[src/rtl/rand_sampler_pkg.sv]
// rand_sampler_pkg: shared state encoding, request modes and counter width for rand_sampler.
package rand_sampler_pkg;
  typedef enum logic [1:0] {IDLE, MASK, DRAW, RESP} state_e;
  localparam logic MODE_BERN = 1'b0;
  localparam logic MODE_BOUND = 1'b1;
  localparam int TRIES_W = 4;
endpackage

[src/rtl/rand_mask_gen.sv]
// rand_mask_gen: smallest all-ones mask covering N-1, so masked draws land in [0, 2N).
module rand_mask_gen (
  input  logic [31:0] n_i,
  output logic [31:0] mask_o
);
  always_comb begin
    mask_o = n_i - 32'd1;
    mask_o = mask_o | (mask_o >> 1);
    mask_o = mask_o | (mask_o >> 2);
    mask_o = mask_o | (mask_o >> 4);
    mask_o = mask_o | (mask_o >> 8);
    mask_o = mask_o | (mask_o >> 16);
  end
endmodule

[src/rtl/rand_sampler.sv]
// rand_sampler: turns PRNG words into Bernoulli decisions or bounded integers,
// using masked rejection sampling with a deterministic fallback after MAX_TRIES draws.
module rand_sampler
  import rand_sampler_pkg::*;
#(
  parameter int unsigned MAX_TRIES = 8
) (
  input  logic               clk,
  input  logic               rst_n,
  input  logic [31:0]        rnd_data,
  input  logic               rnd_valid,
  output logic               rnd_ready,
  input  logic               req_valid,
  output logic               req_ready,
  input  logic               req_mode,
  input  logic [31:0]        req_arg,
  output logic               rsp_valid,
  input  logic               rsp_ready,
  output logic [31:0]        rsp_data,
  output logic               rsp_err,
  output logic               rsp_fallback,
  output logic [TRIES_W-1:0] rsp_tries
);
  localparam logic [TRIES_W-1:0] MAX_T = TRIES_W'(MAX_TRIES);
  state_e state_q, state_d;
  logic mode_q, mode_d, err_q, err_d, fb_q, fb_d;
  logic [31:0] arg_q, arg_d, mask_q, mask_d, data_q, data_d, mask_w, cand;
  logic [TRIES_W-1:0] tries_q, tries_d, tries_inc;
  rand_mask_gen u_mask (.n_i(arg_q), .mask_o(mask_w));
  assign cand = rnd_data & mask_q;
  assign tries_inc = tries_q + TRIES_W'(1);
  always_comb begin
    state_d = state_q;
    mode_d = mode_q;
    arg_d = arg_q;
    mask_d = mask_q;
    data_d = data_q;
    err_d = err_q;
    fb_d = fb_q;
    tries_d = tries_q;
    case (state_q)
      IDLE: if (req_valid) begin
        mode_d = req_mode;
        arg_d = req_arg;
        tries_d = '0;
        data_d = '0;
        fb_d = 1'b0;
        err_d = req_mode == MODE_BOUND && req_arg == '0;
        state_d = req_mode == MODE_BERN ? DRAW : req_arg == '0 ? RESP : MASK;
      end
      MASK: begin
        mask_d = mask_w;
        state_d = DRAW;
      end
      DRAW: if (rnd_valid) begin
        if (mode_q == MODE_BERN) begin
          data_d = {31'b0, rnd_data < arg_q};
          state_d = RESP;
        end else if (cand < arg_q) begin
          data_d = cand;
          state_d = RESP;
        end else begin
          tries_d = tries_inc;
          // mask < 2N, so cand - N lands in [0,N) without underflow
          if (tries_inc == MAX_T) begin
            data_d = cand - arg_q;
            fb_d = 1'b1;
            state_d = RESP;
          end
        end
      end
      RESP: state_d = rsp_ready ? IDLE : RESP;
    endcase
  end
  always_ff @(posedge clk or negedge rst_n) begin
    if (!rst_n) begin
      state_q <= IDLE;
      mode_q <= MODE_BERN;
      arg_q <= '0;
      mask_q <= '0;
      data_q <= '0;
      err_q <= 1'b0;
      fb_q <= 1'b0;
      tries_q <= '0;
    end else begin
      state_q <= state_d;
      mode_q <= mode_d;
      arg_q <= arg_d;
      mask_q <= mask_d;
      data_q <= data_d;
      err_q <= err_d;
      fb_q <= fb_d;
      tries_q <= tries_d;
    end
  end
  assign req_ready = state_q == IDLE;
  assign rnd_ready = state_q == DRAW;
  assign rsp_valid = state_q == RESP;
  assign rsp_data = data_q;
  assign rsp_err = err_q;
  assign rsp_fallback = fb_q;
  assign rsp_tries = tries_q;
endmodule

[config.mk]
export PLATFORM = sky130hd
export DESIGN_NAME = rand_sampler
export DESIGN_NICKNAME = d
export VERILOG_FILES = /design/src/rtl/rand_sampler_pkg.sv /design/src/rtl/rand_mask_gen.sv /design/src/rtl/rand_sampler.sv
export SDC_FILE = /design/constraint.sdc
export NUM_CORES = 1
export LEC_CHECK = 0
export BUFFER_PORTS_ARGS = -buffer_cell sky130_fd_sc_hd__buf_4
export CORE_MARGIN = 3
export CORE_UTILIZATION = 45
export CTS_CLUSTER_DIAMETER = 100
export DETAILED_ROUTE_END_ITERATION = 16
export PLACE_DENSITY_LB_ADDON = 0.3
export SYNTH_ARGS = -nofsm -noshare
export SYNTH_HDL_FRONTEND = slang
export SYNTH_SLANG_ARGS = --single-unit
[constraint.sdc]
create_clock -name clk -period 3.44 [get_ports clk]
set_clock_uncertainty 0.05 [all_clocks]
set_input_delay 0.344 -clock clk [delete_from_list [all_inputs] [get_ports clk]]
set_output_delay 0.344 -clock clk [all_outputs]
set_load 0.1 [all_outputs]
# After elaboration in Yosys (flattened, before gate mapping)
# Index checks and enable logic that the tools add are counted.
# Widths: inputs -> output; s select.
[totals]
regBits = 105
in_bits = 70
elab_cells = 64
[op_classes]
addsub = 3
n_lt_le_gt_ge = 2
eq_ne = 10
n_mux = 26
bitwise = 6
reduce_logical = 9
[ops]
columns = ["cell", "count"]
rows = [
  ["$mux 32", 5],
  ["$lt 32x32->1", 2],
  ["$pmux 32 s2", 1],
  ["$and 32x32->32", 1],
  ["$logic_not 32->1", 1],
  ["$or 32x16->32", 1],
  ["$or 32x24->32", 1],
  ["$or 32x28->32", 1],
  ["$or 32x30->32", 1],
  ["$or 32x31->32", 1],
  ["$sub 32x1->32 const B", 1],
  ["$sub 32x32->32", 1],
  ["$mux 2", 8],
  ["$mux 4", 4],
  ["$pmux 2 s4", 1],
  ["$pmux 4 s2", 1],
  ["$ne 2x2->1 const B", 3],
  ["$reduce_and 6->1", 1],
  ["$mux 1", 5],
  ["$reduce_and 5->1", 1],
  ["$add 4x1->4 const B", 1],
  ["$eq 2x2->1 const B", 2],
  ["$eq 4x4->1 const B", 1],
  ["$ne 2x1->1 const B", 2],
  ["9 further kinds", 9],
]

# Depth between registers and ports, before layout
# Gate-level depths: netlist of the first run.
[logic_depth]
depth_word = 7
ltp_mapped = 15
ltp_nobuf = 14

# Modules after synthesis
# From an unflattened synthesis of the first run, not the netlist that was laid out.
[unflattened]
cells_unflattened = 993
area_unflattened_um2 = 8508.2
[modules_own_cells]
columns = ["module", "n_inst", "cells_per_inst", "area_per_inst_um2", "seq_area_each_um2"]
rows = [
  ["rand_sampler", 1, 748, 6885.4, 2627.5],
  ["rand_mask_gen", 1, 245, 1622.8, 0.0],
]

# Least setup slack after synthesis of the first run
# Ideal clock, no wire load.
[synth_path]
kind = "reg-to-reg"
from = "reg arg_q[3]"
to = "reg mask_q[0]"
arrival_ns = 3.300
t_required_ns = 3.261
path_slack_ns = -0.039
path_stages_with_launch = 13
n_path_buf = 3
path_cell_list = "dfrtp_1 -> buf_6 -> or4_4 -> buf_6 -> or4_4 -> buf_6 -> nor4_1 -> xnor2_1 -> and3_1 -> nand2_1 -> or3_4 -> nor4b_4 -> a21oi_1"
[synth_between]
elab_chain_len = 6
[synth_rtl]
columns = ["element", "line", "text"]
rows = [
  ["start: declaration", "rand_sampler.sv:27", "logic [31:0] arg_q, arg_d, mask_q, mask_d, data_q, data_d, mask_w, cand;"],
  ["start signal: assignment", "rand_sampler.sv:88", "arg_q <= arg_d;"],
  ["$sub 32x1->32", "rand_mask_gen.sv:7", "mask_o = n_i - 32'd1;"],
  ["$or 32x31->32", "rand_mask_gen.sv:8", "mask_o = mask_o | (mask_o >> 1);"],
  ["$or 32x30->32", "rand_mask_gen.sv:9", "mask_o = mask_o | (mask_o >> 2);"],
  ["$or 32x28->32", "rand_mask_gen.sv:10", "mask_o = mask_o | (mask_o >> 4);"],
  ["$or 32x24->32", "rand_mask_gen.sv:11", "mask_o = mask_o | (mask_o >> 8);"],
  ["$or 32x16->32", "rand_mask_gen.sv:12", "mask_o = mask_o | (mask_o >> 16);"],
  ["end signal: assignment", "rand_sampler.sv:89", "mask_q <= mask_d;"],
  ["end: declaration", "rand_sampler.sv:27", ""],
]
# Every way passes these cells.
# A chain may end at the register's enable or synchronous reset.

# Worst setup path in the final report of the first run
# Same ends and word-level chain as after synthesis.

==> results.txt, run 1 <==
Status: completed
Setup Buffers After CTS: 0
Max frequency: 299 MHz
Maxcap violations: 0
Die Footprint: 0.0191 mm2
Crit path cell chain: or4_4, or4_4, nor4_4, xnor2_1, and3_1, nand2_1, or3_4, nor4b_4, a21oi_1
CTS sink count: 105
Synthesized area per cell: 8.22 um2
Multiplexer share of the synthesized area: 0.00383
Max-slew violations: 0
Initial core utilization: 0.466
Clock Latency Late Sink: 0.37 ns
Die height: 138 um
Ant diodes: 0
GR Overflow Total: 0
Unrepaired setup endpoints after global routing: no
Largest family of logic cells by synthesized area: simple AND/OR/NAND/NOR gates
Vias in the first global route: 7090
Final worst slack: 0.0901 ns
Final core utilization: 0.575
Count leader, synth: nand2_1
Synth unique cells: 64
Slew headroom: 0.210
CP startpoint kind: flop
Sequential Power Share: 0.210
Total Nets Final: 1237
Worst min-delay path class: in2reg
IO buf count: 110
Synth Flop Type: dfrtp_1
Root buffer cell: clkbuf_16
Switching share of power: 0.547
Internal Power: 4.61 mW
Mapped Cells: 954
Adder-cell share of the synthesized area: 0.108
Crit path time final: 3.35 ns
Transition time of the tightest slew-check pin: 1.18 ns
Worst Hold Depth: 2
#FFs+latches synth: 105
CTS Buffer Depth: 2
Post-synth EDFFs: 0
Pre-antenna DRT Iters: 5
CP Data Required Time: 3.63 ns
Final setup violation count: 0
Hold path endpoint: state_q[1]
Hold_sp: rsp_ready
Crit share post-route: 0.974
Simple-gate area share of the yosys netlist: 0.242
Synth area leader: dfrtp_1
CP max stage cell: or4_4
Layout cell share with drive strength beyond 1: 0.203
Worst IR Drop VDD: 0.000673 V
Reg2reg end: mask_q[0]
Highest fanout seen on the critical path: 7
Async set-or-reset flop fraction in the synthesized netlist: 1.00
CP max stage delay: 0.61 ns
DRC Markers: 0
Sw power: 5.57 mW
Crit end category: flop
First-pass GRT wire length: 37800 um
Vias per cell: 5.83
Sequential area share after synthesis: 0.335
Most used cell, CP: or4_4
Net count after synthesis: 1091
Area grow syn2layout: 23.3%
Final wirelength: 23800 um
Gate power share: 0.687
Crit path kind: reg2reg
Hpwl dp: 19000 um
Die X: 138 um
CTS Buf Count: 9
P per Cell Area: 1050 mW/mm2
Synth top area share: 0.335
Clock network power share: 0.103
Total GRT Usage: 0.244
R2R cell count: 9
CTS tree: built
Worst path arrival time: 3.54 ns
CTS clk-pin slew, worst paths: 0.07 ns
Yosys warning count: 0
First DRT Iteration DRCs: 846
Worst path top cell family by delay: simple AND/OR/NAND/NOR gates
Crit path buffers/inverters: 0
Initial antenna violation count: 0
Via count of the routed design: 7721
Io pins: 111
Cell Area, Synth: 0.00785 mm2
Top post-synthesis cells by area: dfrtp_1 33%, ha_1 11%, nand2_1 5.6%, o21ai_0 5.1%, a21oi_1 4.3%
Xor-xnor portion of the synthesized cell area: 0.0502
GP Congestion: 0.929
R2R Path Start: arg_q[3]
Largest net degree at the start of global routing: 68
Row count: 47
Top cells by count, synth: 116 x nand2_1, 105 x dfrtp_1, 89 x nor2_1
Pleak: 4.28 nW
Post-synthesis compound-gate area fraction: 0.220
Placeable Area: 0.0168 mm2
Hold WS: 0.120 ns
Final Hold Viols: 0
H-Tree Depth: 3
Routed Antenna Nets: 0
Reg-to-reg slack, setup: 0.09 ns
Pre-CTS setup slack: -0.164 ns
WL per Instance: 17.9 um
==> layout by cell type (no fill, tap or decap), types with 21 or more instances in the layout <==
cell / count
a21oi_1: 66
ha_1: 66
a21o_1: 21
and2_1: 33
nor2_1: 87
nand3_1: 30
o21ai_0: 80
nand2_1: 116
buf_4: 168
dfrtp_1: 104
inv_1: 40
xnor2_1: 33
==> state kept, by name, summed over array words and instances, names as in the netlist <==
register and cells:
rsp_data 32, arg_q 32, rsp_err 1, rsp_tries 4
mode_q 1, rsp_fallback 1, mask_q 32, state_q 2
==> worst max-delay path by stage <==
stage / startpoint / to / slack, ns / cells past startpoint
after floorplan: arg_q[1] / mask_q[0] / 0.02 / 14
after global placement: rnd_data[0] / rsp_data[29] / 0.008 / 15
after detailed placement: rnd_data[0] / rsp_data[26] / -0.16 / 15
after CTS: arg_q[3] / mask_q[0] / 0.06 / 9
after global routing: arg_q[3] / mask_q[0] / 0.008 / 9
final: arg_q[3] / mask_q[0] / 0.09 / 9
==> per-stage QoR <==
step                instance area (um2)  TNS, ns  total power [mW]  std cells
floorplan                          7860        0              6.95        954
global placement                   9270        0              8.85       1308
detailed placement                 9270   -0.880              8.91       1308
CTS                                9580        0              9.99       1325
global route                       9680        0              10.9       1325
finish                             9680        0              10.2       1325
==> power by group through the flow <==
stage	Clock, mW	Combinational [mW]	Sequential, mW
after floorplan	0	3.76	3.18
after global placement	0	6.72	2.13
after detailed placement	0	6.77	2.14
after CTS	1.06	6.82	2.12
after global routing	1.11	7.60	2.20
final	1.05	7.00	2.14
==> area by class of cell <==
type	instances	area, um2
fill	1592	7140
multi-input combinational	770	5010
sequential	105	2630
timing repair buffer	171	1310
tap	220	275
clock buffer	10	229
inverter	43	161
clock inverter	6	60.1
==> what timing repair did <==
| action | in CTS | in global routing |
|---|---|---|
| gates resized for setup | 2 | 20 |
| hold buffers | 1 | 0 |
| hold endpoints to repair | 44 | 0 |
| endpoints found under the setup margin | 8 | 28 |
| pin swaps | 1 | 1 |
==> metal layers <==
layer	global-route usage	part of all wire	up-vias
li1	-	-	3744
met1	0.374	0.49	3579
met2	0.359	0.42	349
met3	0.0262	0.066	49
met4	0.0796	0.027	0
met5	0	0	-
==> cells by family (layout without fill, tap and decap cells) <==
kind of cell	Yosys count	after routing
xor gates and xnor gates	45	45
buffers and inverters	79	230
and+or+nand+nor	382	382
DFF	105	105
adders and majority gates	67	67
AOI/OAI and AO/OA	273	273
muxes	3	3
Note: power is estimated with default switching activity, not from simulation.
==> inputs of run 2 (changes only) <==
- BUFFER_PORTS_ARGS: -buffer_cell sky130_fd_sc_hd__buf_4 -> unset
- DONT_BUFFER_PORTS: unset -> 1
==> run 2 against run 1 <==
Net effect:
- die area did not move
- critical path depth is the same
- combinational power down 19%
- first-iteration DRC count down 22%
- clock power about the same
- highest routed layer unchanged
- clock-buffer cell count unchanged
- via count is 6.9% lower
- worst hold slack worse by 0.091 ns
- utilization decreased by 4.4 points
- non-clock buffer count down 101
==> results.txt, run 2 (same netlist as run 1, synthesis figures left out) <==
H-Tree Depth: 3
Final core utilization: 0.531
Sw power: 5.51 mW
Hpwl dp: 18700 um
Worst min-delay path class: in2reg
Worst path depth: 9
Highest fanout seen on the critical path: 6
Pre-antenna DRT Iters: 5
Maxcap violations: 0
Switching share of power: 0.557
Total GRT Usage: 0.240
Routed Antenna Nets: 0
Design Area, Final: 0.00894 mm2
Clock network power share: 0.105
CP Data Required Time: 3.63 ns
Worst IR Drop VDD: 0.000446 V
Placed Area: 0.00841 mm2
Slew headroom: 0.332
Vias per cell: 5.88
Most used cell, CP: or4_4
CP startpoint kind: flop
CTS Buffer Depth: 2
Final setup violation count: 0
Max-slew violations: 0
Die Footprint: 0.0191 mm2
CP max stage cell: or4_4
Die X: 138 um
IO buf count: 0
Commonest non-fill, non-tap cell in the layout: nand2_1
Transition time of the tightest slew-check pin: 1.00 ns
P per Cell Area: 1110 mW/mm2
Largest net degree at the start of global routing: 106
CP max stage delay: 0.60 ns
CTS Buf Count: 9
R2R cell count: 9
Pleak: 3.77 nW
GR Overflow Total: 0
Initial core utilization: 0.466
Internal Power: 4.38 mW
Max frequency: 294 MHz
Crit path kind: reg2reg
Die height: 138 um
Worst path top cell family by delay: simple AND/OR/NAND/NOR gates
Most frequent cells in the layout: 115 x nand2_1, 101 x dfrtp_1, 85 x nor2_1
DRC Markers: 0
Vias in the first global route: 6705
Via count of the routed design: 7191
Fin Setup TNS: 0 ns
Crit share post-route: 0.989
Final Hold Viols: 0
Status: completed
CTS clk-pin slew, worst paths: 0.08 ns
CTS tree: built
Crit path buffers/inverters: 0
Io pins: 111
CTS sink count: 105
Sequential Power Share: 0.325
Worst path arrival time: 3.59 ns
Area grow syn2layout: 13.9%
Placeable Area: 0.0168 mm2
Crit path cell chain: or4_4, or4_4, nor4_4, xnor2_1, and3_1, nand2_2, or3_4, nor4b_4, a21oi_1
First-pass GRT wire length: 37000 um
Total Nets Final: 1136
Row count: 47
Unrepaired setup endpoints after global routing: yes
Final wirelength: 23800 um
Layout cell share with drive strength beyond 1: 0.129
Clock Latency Late Sink: 0.36 ns
Worst Hold Depth: 1
Ant diodes: 0
Gate power share: 0.571
Hold WS: 0.0290 ns
Root buffer cell: clkbuf_16
GP Congestion: 0.900
Crit path time final: 3.40 ns
WL per Instance: 19.4 um
Initial antenna violation count: 0
First DRT Iteration DRCs: 657
Crit end category: flop
==> run 2: cell type report <==
class	count	area (um2)
timing repair buffer	70	573
fill	1635	7880
multi-input combinational	770	5010
inverter	43	161
clock buffer	10	229
sequential	105	2630
tap	220	275
clock inverter	6	53.8
==> run 2: power groups by stage <==
| stage | clock [mW] | sequential (mW) | combinational, mW |
|---|---|---|---|
| 2_1_floorplan | 0 | 3.18 | 3.76 |
| 3_3_place_gp | 0 | 3.21 | 5.23 |
| 3_5_place_dp | 0 | 3.23 | 5.26 |
| 4_1_cts | 1.05 | 3.20 | 5.35 |
| 5_1_grt | 1.10 | 3.28 | 6.21 |
| 6_report | 1.03 | 3.21 | 5.65 |
==> run 2: through the flow <==
step           std cells  setup WS, ns  power [mW]
6_report            1224        0.0377        9.89
5_1_grt             1224       -0.0454        10.6
4_1_cts             1211        0.0171        9.60
3_5_place_dp        1193       -0.0789        8.49
3_3_place_gp        1193       0.00398        8.45
2_1_floorplan        954        0.0250        6.95
==> run 2: per-layer routing <==
metal / share of wire / vias up / global-route usage
li1: - / 3539 / -
met2: 0.43 / 236 / 0.359
met4: 0.020 / 0 / 0.0660
met1: 0.48 / 3386 / 0.359
met3: 0.062 / 30 / 0.0418
met5: 0 / - / 0
==> run 2: worst paths after layout <==
check	slack (ns)	to	startpoint
worst max-delay path	0.04	mask_q[0]	arg_q[5]
worst min-delay path	0.03	state_q[1]	rsp_ready
worst max register to register	0.04	mask_q[0]	arg_q[5]
worst min register to register	0.44	mask_q[25]	mask_q[25]
max in group asynchronous	2.40	arg_q[5]	rst_n
min in group asynchronous	0.52	rsp_tries[1]	rst_n
==> run 2: what timing repair did <==
item | in CTS | in global routing
hold buffers | 2 | 0
gates cloned | 0 | 0
hold endpoints to repair | 105 | 0
setup buffers | 0 | 13
pin swaps | 1 | 15
resized for setup | 3 | 25
endpoints found under the setup margin | 10 | 19
==> inputs of run 3 (changes only) <==
- clock period: 3.44 -> 2.8 ns (I/O delays scaled with it)
==> run 3 against run 2 <==
Net effect:
- largest cell class unchanged
- fmax rose by 5.1%
- highest routed layer unchanged
- first-iteration DRC count grew 55%
- setup slack got worse by 0.48 ns
- the flow now finishes with violations (hold timing, setup timing)
- total power rose by 63%
- final cell count rose by 19%
- via count is 20% higher
- non-clock buffer count increased by 236
==> results.txt, run 3 (same netlist as run 1, synthesis figures left out) <==
Status: complete, but fails checks
Failing checks: hold timing, setup timing
Worst IR Drop VDD: 0.000759 V
Crit path kind: reg2reg
Final setup violation count: 56
Hpwl dp: 20500 um
Vias in the first global route: 8226
Clock Latency Late Sink: 0.36 ns
CTS Buf Count: 9
Die X: 138 um
R2R Path Start: arg_q[5]
WL per Instance: 19.6 um
GR Overflow Total: 0
IO buf count: 0
First DRT Iteration DRCs: 1019
Slew headroom: 0.377
Initial core utilization: 0.466
Gate power share: 0.678
Io pins: 111
CP Data Required Time: 2.99 ns
Via count of the routed design: 8613
Root buffer cell: clkbuf_16
First-pass GRT wire length: 43400 um
Fin Setup TNS: -10.04 ns
Worst min-delay path class: in2reg
Die Footprint: 0.0191 mm2
Worst path arrival time: 3.43 ns
Hold_sp: req_arg[24]
Sw power: 8.24 mW
Register area: 0.00263 mm2
Area grow syn2layout: 48.8%
Pre-CTS setup slack: -0.437 ns
Filler cells: 1275
Unrepaired setup endpoints after global routing: yes
DRC Markers: 0
Worst Hold Depth: 2
CTS tree: built
Internal Power: 7.93 mW
Max-slew violations: 0
Crit share post-route: 1.16
Routed Antenna Nets: 0
R2R cell count: 12
Initial antenna violation count: 0
Reg2reg end: mask_q[0]
Total Nets Final: 1372
Transition time of the tightest slew-check pin: 0.934 ns
Highest fanout seen on the critical path: 4
GRT busiest layer: met2
Final Hold Viols: 1
GP Congestion: 0.941
Row count: 47
Crit path time final: 3.24 ns
Switching share of power: 0.510
P per Cell Area: 1390 mW/mm2
Crit end category: flop
H-Tree Depth: 3
Multi-input logic area: 0.00568 mm2
Commonest non-fill, non-tap cell in the layout: buf_4
Global routing met2 resource utilization: 0.430
Hold path endpoint: arg_q[24]
Final wirelength: 28600 um
Vias per cell: 5.90
Maxcap violations: 0
Total GRT Usage: 0.279
Most frequent cells in the layout: 244 x buf_4, 106 x nand2_1, 105 x dfrtp_1
Die height: 138 um
Hold WS: -0.00233 ns
Final worst slack: -0.437 ns
CTS Buffer Depth: 2
GR Util met3: 0.0380
Pre-antenna DRT Iters: 5
Ant diodes: 0
Layout cell share with drive strength beyond 1: 0.363
Final core utilization: 0.694
CP startpoint kind: flop
Largest net degree at the start of global routing: 106
Max frequency: 309 MHz
Met1 Use GR: 0.397
Clock network power share: 0.089
CTS clk-pin slew, worst paths: 0.08 ns
CTS sink count: 105
Crit path launch: arg_q[5]
Pleak: 5.09 nW
Placeable Area: 0.0168 mm2
Sequential Power Share: 0.233
Reg-to-reg slack, setup: -0.44 ns
==> run 3: cell type report <==
cell class                 count  area share
multi-input combinational    770       0.487
sequential                   105       0.225
timing repair buffer         306       0.222
tap                          220      0.0236
clock buffer                  10      0.0196
inverter                      43      0.0148
clock inverter                 6     0.00814
==> run 3: per-stage QoR <==
stage / total power, mW / area (um2) / cells
after floorplan: 8.70 / 7960 / 954
after global placement: 12.0 / 9760 / 1364
after detailed placement: 12.1 / 9760 / 1364
after CTS: 14.8 / 11000 / 1435
after global routing: 17.0 / 11700 / 1460
final: 16.2 / 11700 / 1460
==> run 3: metal layers <==
layer / vias to the layer above / share of wire
met5: - / 0
li1: 4025 / -
met1: 4110 / 0.45
met4: 0 / 0.039
met2: 406 / 0.45
met3: 72 / 0.065
==> run 3: power by group through the flow <==
stage | sequential [mW] | clock (mW) | combinational (mW)
floorplan | 3.91 | 0 | 4.78
global placement | 3.77 | 0 | 8.20
detailed placement | 3.80 | 0 | 8.29
CTS | 3.77 | 1.44 | 9.62
global route | 3.84 | 1.50 | 11.7
finish | 3.76 | 1.44 | 11.0
==> run 3: how the worst max path moves through the flow <==
stage / to / depth (start not counted) / slack (ns)
final: mask_q[0] / 12 / -0.44
after global routing: mask_q[0] / 12 / -0.58
after CTS: mask_q[1] / 9 / -0.31
after detailed placement: rsp_data[0] / 16 / -0.44
after global placement: rsp_data[0] / 16 / -0.34
after floorplan: mask_q[0] / 12 / -0.40
==> run 3: worst max-delay path, stage by stage, from the launching register on <==
cell     delay [ns]
dfrtp_1        0.39
or4_4          0.57
buf_4          0.18
nor2_1         0.14
nand2_1        0.16
buf_4          0.19
nor4_2         0.17
o21ai_1        0.13
a21oi_2        0.25
nand2_2        0.10
or3_4          0.37
nor4b_4        0.30
a21oi_1        0.12
==> run 3: timing repair <==
item                                    in CTS  in global routing
resized for setup                          114                106
endpoints found under the setup margin      59                 62
hold endpoints to repair                   132                105
pin swaps                                   48                 73
setup buffers                               23                 31
gates cloned                                 5                  0
hold buffers                                27                  2
